**src/rtl/win_framer.sv**
```systemverilog
// Overlapping frame builder: buffers a complex sample stream and replays
// Nwin-sample frames with 50% overlap as gapless, index-tagged bursts.
module win_framer #(
    parameter int Dwidth = 16,
    parameter int Nwin   = 32,
    parameter int Iwidth = 5
) (
    input  logic              clk,
    input  logic              resetn,
    input  logic              dv_in,
    input  logic [Dwidth-1:0] din_real,
    input  logic [Dwidth-1:0] din_imag,
    output logic              dv_out,
    output logic [Iwidth-1:0] index,
    output logic [Dwidth-1:0] dout_real,
    output logic [Dwidth-1:0] dout_imag,
    output logic              overflow
);

    localparam int AW    = Iwidth + 1;
    localparam int DEPTH = 2 * Nwin;
    localparam int HALF  = Nwin / 2;
    localparam int HW    = Iwidth - 1;

    typedef struct packed {
        logic [Dwidth-1:0] re;
        logic [Dwidth-1:0] im;
    } samp_t;

    typedef enum logic {IDLE, READ} state_t;

    samp_t             mem [DEPTH];
    logic [AW-1:0]     wptr;
    logic [HW-1:0]     hcnt;
    logic              primed;

    state_t            state, nxt_state;
    logic [Iwidth-1:0] rcnt, nxt_rcnt;
    logic [AW-1:0]     start, nxt_start;
    logic              pend_vld, nxt_pend_vld;
    logic [AW-1:0]     pend_addr, nxt_pend_addr;
    logic              drop;

    logic              frame_rdy;
    logic [AW-1:0]     rdy_addr;
    logic [AW-1:0]     raddr;
    logic              rd_last;

    // The sample that fills the first Nwin slots counts as primed for its own frame.
    assign frame_rdy = dv_in && (hcnt == HW'(HALF - 1)) &&
                       (primed || (wptr == AW'(Nwin - 1)));
    // (wptr + 1) - Nwin is the same as (wptr + 1) + Nwin modulo 2*Nwin.
    assign rdy_addr  = wptr + AW'(Nwin + 1);
    assign raddr     = start + {1'b0, rcnt};
    assign rd_last   = (rcnt == Iwidth'(Nwin - 1));

    // Sample storage has no reset; contents are only read after being written.
    always_ff @(posedge clk) begin
        if (dv_in)
            mem[wptr] <= '{re: din_real, im: din_imag};
    end

    always_ff @(posedge clk or negedge resetn) begin
        if (!resetn) begin
            wptr   <= '0;
            hcnt   <= '0;
            primed <= 1'b0;
        end else if (dv_in) begin
            wptr <= wptr + 1'b1;
            hcnt <= hcnt + 1'b1;
            if (wptr == AW'(Nwin - 1))
                primed <= 1'b1;
        end
    end

    always_ff @(posedge clk or negedge resetn) begin
        if (!resetn) begin
            state     <= IDLE;
            rcnt      <= '0;
            start     <= '0;
            pend_vld  <= 1'b0;
            pend_addr <= '0;
            overflow  <= 1'b0;
        end else begin
            state     <= nxt_state;
            rcnt      <= nxt_rcnt;
            start     <= nxt_start;
            pend_vld  <= nxt_pend_vld;
            pend_addr <= nxt_pend_addr;
            if (drop)
                overflow <= 1'b1;
        end
    end

    always_comb begin
        nxt_state     = state;
        nxt_rcnt      = rcnt;
        nxt_start     = start;
        nxt_pend_vld  = pend_vld;
        nxt_pend_addr = pend_addr;
        drop          = 1'b0;
        case (state)
            IDLE: begin
                if (pend_vld) begin
                    nxt_state     = READ;
                    nxt_start     = pend_addr;
                    nxt_rcnt      = '0;
                    nxt_pend_vld  = frame_rdy;
                    nxt_pend_addr = rdy_addr;
                end else if (frame_rdy) begin
                    nxt_state = READ;
                    nxt_start = rdy_addr;
                    nxt_rcnt  = '0;
                end
            end
            READ: begin
                nxt_rcnt = rcnt + 1'b1;
                if (rd_last) begin
                    // Pending frame goes first; a frame arriving now takes the freed slot.
                    if (pend_vld) begin
                        nxt_start     = pend_addr;
                        nxt_rcnt      = '0;
                        nxt_pend_vld  = frame_rdy;
                        nxt_pend_addr = rdy_addr;
                    end else if (frame_rdy) begin
                        nxt_start = rdy_addr;
                        nxt_rcnt  = '0;
                    end else begin
                        nxt_state = IDLE;
                        nxt_rcnt  = '0;
                    end
                end else if (frame_rdy) begin
                    if (pend_vld) begin
                        drop = 1'b1;
                    end else begin
                        nxt_pend_vld  = 1'b1;
                        nxt_pend_addr = rdy_addr;
                    end
                end
            end
            default: nxt_state = IDLE;
        endcase
    end

    // The memory read register doubles as the output register.
    always_ff @(posedge clk or negedge resetn) begin
        if (!resetn) begin
            dv_out    <= 1'b0;
            index     <= '0;
            dout_real <= '0;
            dout_imag <= '0;
        end else if (state == READ) begin
            dv_out    <= 1'b1;
            index     <= rcnt;
            dout_real <= mem[raddr].re;
            dout_imag <= mem[raddr].im;
        end else begin
            dv_out <= 1'b0;
        end
    end

endmodule
```
**config.mk**
```make
export PLATFORM = sky130hd
export DESIGN_NAME = win_framer
export DESIGN_NICKNAME = d
export VERILOG_FILES = /design/src/rtl/win_framer.sv
export SDC_FILE = /design/constraint.sdc
export NUM_CORES = 2
export LEC_CHECK = 0
export ABC_AREA = 1
export CAP_MARGIN = 20
export CORE_MARGIN = 2
export CORE_UTILIZATION = 25
export DETAILED_ROUTE_END_ITERATION = 8
export GPL_TIMING_DRIVEN = 0
export PLACE_DENSITY = 0.47
export SYNTH_ARGS = -nofsm -noshare
export SYNTH_HDL_FRONTEND = slang
export SYNTH_SLANG_ARGS = --single-unit
```
**constraint.sdc**
```tcl
create_clock -name clk -period 5 [get_ports clk]
set_input_delay 1 -clock clk [delete_from_list [all_inputs] [get_ports clk]]
set_output_delay 1 -clock clk [all_outputs]
set_load 0.1 [all_outputs]
```
# Yosys cells after proc, flatten, opt, wreduce, memory -nomap -nowiden
# Memories as Yosys holds them, arrays and structs flattened. A register that Yosys moved wholly into a read port is not among the register bits.
# Index checks and enable logic that the tools add are counted.
# W data, S select, Z words.
[word_totals]
register_bits = 37
output_inout_bits = 39
latchBits = 0
elab_cells = 59
ram_bits = 2048
memories = 1
romBits = 0
[memory_table]
columns = ["name", "depth", "width", "read_ports", "rd_clocked_by_memory_dff", "wr", "line", "rtl"]
rows = [
  ["mem", 64, 32, 1, 1, 1, "32", "samp_t mem [DEPTH];"],
]
[classes]
n_lt_le_gt_ge = 0
n_reduce_logical = 6
add_sub_neg = 5
div = 0
n_mul = 0
muxes = 28
n_bitwise = 1
shift = 0
n_eq_ne = 7
[op_table]
columns = ["op", "n"]
rows = [
  ["$mux W6", 7],
  ["$pmux W6 S2", 2],
  ["$mux W5", 3],
  ["$mux W1", 13],
  ["$pmux W5 S2", 1],
  ["$add A6 B1 Y6 const B", 1],
  ["$add A6 B5 Y6", 1],
  ["$add A6 B6 Y6 const B", 1],
  ["$eq A6 B5 Y1 const B", 1],
  ["$add A5 B1 Y5 const B", 1],
  ["$eq A5 B5 Y1 const B", 1],
  ["$add A4 B1 Y4 const B", 1],
  ["$eq A4 B4 Y1 const B", 1],
  ["$pmux W1 S2", 2],
  ["$reduce_and A2 Y1", 2],
  ["$ne A3 B1 Y1 const B", 1],
  ["$ne A3 B2 Y1 const B", 1],
  ["$ne A3 B3 Y1 const B", 1],
  ["$logic_and A1 B1 Y1", 2],
  ["$ne A2 B1 Y1 const B", 1],
  ["$logic_not A1 Y1", 1],
  ["$logic_or A1 B1 Y1", 1],
  ["$not A1 Y1", 1],
]

# Logic depth before layout (Yosys ltp)
[logic_depth]
depth_word = 7
mapped_depth = 15
mapped_depth_nobuf = 13

# Worst setup path before layout
# No wires, ideal clock.
[synth_timing]
path_kind = "input to register"
start = "input dv_in"
end = "memory mem[48][0] (netlist name), enable pin"
path_buffers = 0
arrival_ns = 3.485
t_required_ns = 4.539
setup_slack_ns = 1.054
path_stages = 2
setup_ns = 0.461
cell_sequence = "nand4_1 -> nor3_1"
[synth_via]
elab_chain_cells = 2
[synth_rtl]
columns = ["item", "line", "rtl"]
rows = [
  ["start, declared", "10", "input logic dv_in,"],
  ["$mux W1", "59", "if (dv_in)"],
  ["$mux W1 (implied by the code)", "60", "mem[wptr] <= '{re: din_real, im: din_imag};"],
  ["end, declared", "32", ""],
]
# Every way passes these cells.

# Worst setup path after layout
[layout_timing]
start = "register rcnt[0]"
end = "register dout_imag[15] (read register of mem)"
[layout_via]
elab_chain_cells = 1
[layout_rtl]
columns = ["item", "line", "rtl"]
rows = [
  ["start, declared", "38", "logic [Iwidth-1:0] rcnt, nxt_rcnt;"],
  ["start signal, assigned", "86", "rcnt <= nxt_rcnt;"],
  ["$add A6 B5 Y6", "54", "assign raddr = start + {1'b0, rcnt};"],
  ["end, declared", "16", "output logic [Dwidth-1:0] dout_imag,"],
]
# Every way passes these cells.
# A chain may end at the register's enable or synchronous reset.

==> reports/metrics.yaml <==
outcome:
  outcome: "finished, final reports clean"
critical_path:
  cp_max_fo: 10
  path_cells: "ha_1 > inv_1 > fa_1 > buf_4 > buf_2 > buf_1 > nand2_1 > nand3_1 > nand2_1 > nand2_1 > nand3_1 > nand3_1 > nand3_1 > nand2_1"
  path_delay_family: "buffers and inverters"
  r2r_slack_ns: 0.1
  crit_type: "flop to flop"
  r2r_cells: 14
  startpoint: "rcnt[0]"
  arrival_ns: 5.75
  crit_buf_inv: 4
  r2r_end: "dout_imag[15]"
  cp.required_ns: 5.85
  endpoint_kind: "flop"
  timing.rr.start: "rcnt[0]"
  max_stage_delay_ns: 0.85
  worstSetupStartpointType: "flop"
  worst_path_max_delay_cell: "buf_1"
die:
  dieArea_sq_um: 367400
  fp.coreArea_sq_um: 361700
  start_util: 0.2506
  ios: 74
  dieHeight_um: 606.1
  die_w_um: 606.1
  rows: 221
cells_and_area:
  fin_nets: 9153
  final_common_cell: "nand2_1"
  final_cell_mix: "nand2_1, edfxtp_1, nand3_1"
  synthToLayoutAreaGrowth_pct: 18.39
  nFillCells: 37240
  drive_above_1_share: 0.09550
sta:
  setup-violations-final: 0
  rsz0062_at_grt: "false"
  worstMarginPinSlew_ns: 1.187
  period_minus_slack_ns: 4.904
  holdWs_ns: 0.3918
  slew_viol_final: 0
  relSlewSlack: 0.2062
  hold_viol_final: 0
  fmax_mhz: 203.9
  post-route-period-util: 0.9808
  finClkSkew_ns: 0.07424
synth:
  syn_nets: 8731
  syn_inst: 8686
  synthMuxAreaShare: 0
  synth_top_family_by_area: "simple AND/OR/NAND/NOR gates"
  synth_seq_cells: 2117
  syn_area_sq_um: 90630
  synth_simple_gate_area_share: 0.2132
  synth_enable_flop_cells: 2048
  synth_fa_ha_area_frac: 0.001463
  ys.flop_type: "edfxtp_1"
  synth_compound_area_frac: 0.01469
  yosys.cell_types.count: 34
  syn_area_per_cell_sq_um: 10.43
  synth_xor_xnor_area_share: 0.001325
  yosysWarningCount: 0
  synth_sequential_area_ratio: 0.6976
  synthArstFlopShare: 0.03259
global_routing:
  grt_pass1_wl_um: 439500
  grt_pass1_vias: 59270
  gr-total-overflow: 0
  grt_max_degree: 65
  grt_usage: 0.1676
  antenna_found_initial: 37
min_path:
  hp-class: "flop to flop"
  worstHoldEndpoint: "dv_out"
  hp-start: "state"
  hold_depth: 0
route:
  dr.pass1.iters: 8
  routed_via_density: 4.435
  route.detailed.drc: 0
  routed_wirelength_um: 315100
  wl_per_cell_um: 22.35
  ant_nets: 0
  drt_first_iter_violations: 7205
  vias: 62530
cts:
  cts.clk_slew.worst_paths_ns: 0.06
  htree_levels: 4
  insertion_delay_ns: 0.92
  cts_buffers: 230
  cts.sinks: 2117
  cts_hold_buffers: 1
  cts_tree: "built"
  post_cts_buffers: 0
  cts-resized-gates: 0
  clock_path_buffers: 4
  root_buffer: "clkbuf_16"
place:
  portBuffers: 73
  gp_congestion: 0.9174
  dp_hpwl_um: 221700
flow_run:
  maxCapViolations: 0
==> synthesized netlist by cell type (2+ instances only) <==
master	number	area share
a21oi_1	5	0.00028
a31oi_1	3	0.00021
buf_1	61	0.0025
buf_2	224	0.012
buf_4	33	0.0027
clkbuf_1	139	0.0058
clkinv_1	3	0.00012
dfrtp_1	69	0.019
edfxtp_1	2048	0.68
ha_1	9	0.0012
inv_1	1163	0.048
nand2_1	2863	0.12
nand3_1	1215	0.067
nand4_1	5	0.00035
nor2_1	457	0.019
nor3_1	7	0.00039
o21ai_0	205	0.011
o21ai_1	43	0.0024
or2_2	111	0.0077
xnor2_1	2	0.00019
xor2_1	8	0.00077
==> worst register-to-register path: stages, from the launching register on <==
cell and delay, ns:
dfrtp_1 0.41, ha_1 0.23, inv_1 0.07, fa_1 0.66
buf_4 0.32, buf_2 0.63, buf_1 0.87, nand2_1 0.13
nand3_1 0.20, nand2_1 0.08, nand2_1 0.06, nand3_1 0.27
nand3_1 0.45, nand3_1 0.33, nand2_1 0.14
==> worst max-delay path by stage <==
stage                     to  depth (start not counted)
2_1_floorplan     mem[48][0]                          2
3_3_place_gp     mem[30][16]                          4
3_5_place_dp    dout_real[4]                         14
4_1_cts         dout_real[4]                         14
5_1_grt         dout_real[3]                         14
6_report       dout_imag[15]                         14
==> logic make-up (layout without fill, tap and decap cells) <==
family,Yosys count,count (layout)
buffers and inverters,1624,2226
flip-flops,2117,2117
adder cells (fa/ha/maj),10,10
other,0,15
AO/OA/AOI/OAI,262,262
AND/OR/NAND/NOR,4661,4661
XOR/XNOR,12,12
==> sequential cells by signal, indices dropped and copies added (netlist names), 5 cells and up <==
signal / count
rcnt: 5
wptr: 6
dout_real: 16
index: 5
mem: 2048
pend_addr: 6
start: 6
dout_imag: 16
==> through the flow <==
| stage | setup TNS, ns | std cells | setup WS [ns] | util | area (sq um) |
|---|---|---|---|---|---|
| 4_1_cts | 0 | 14080 | 0.1126 | 0.2966 | 107300 |
| 2_1_floorplan | 0 | 8686 | 1.054 | - | 90630 |
| 5_1_grt | 0 | 14080 | 0.03281 | 0.2966 | 107300 |
| 6_report | 0 | 14100 | 0.09589 | 0.2967 | 107300 |
| 3_5_place_dp | 0 | 13670 | 0.1642 | 0.2773 | 100300 |
| 3_3_place_gp | -2446.30 | 13550 | -1.810 | 0.2692 | 97360 |
==> metal layers <==
metal | vias to the layer above | routed length (um) | track usage
met4 | 10 | 12080 | 0.06116
met3 | 481 | 21280 | 0.02682
met1 | 30730 | 134200 | 0.2216
li1 | 29230 | - | -
met5 | - | 65 | 0
met2 | 2071 | 147500 | 0.2763
==> final cells by class <==
cell class / instances / area [sq um] / share of cell area
clock buffer: 302 / 6097 / 0.05682
sequential: 2117 / 63230 / 0.5892
clock inverter: 110 / 878.3 / 0.008186
timing repair buffer: 190 / 3159 / 0.02944
antenna: 15 / 37.54 / 0.0003498
tap: 4794 / 5998 / 0.05590
inverter: 1167 / 4380 / 0.04082
multi-input combinational: 4945 / 21400 / 0.1994
buffer: 457 / 2123 / 0.01979
Power is not shown: default switching activity piles up to over one toggle a cycle in this logic, so the estimate is an artifact.
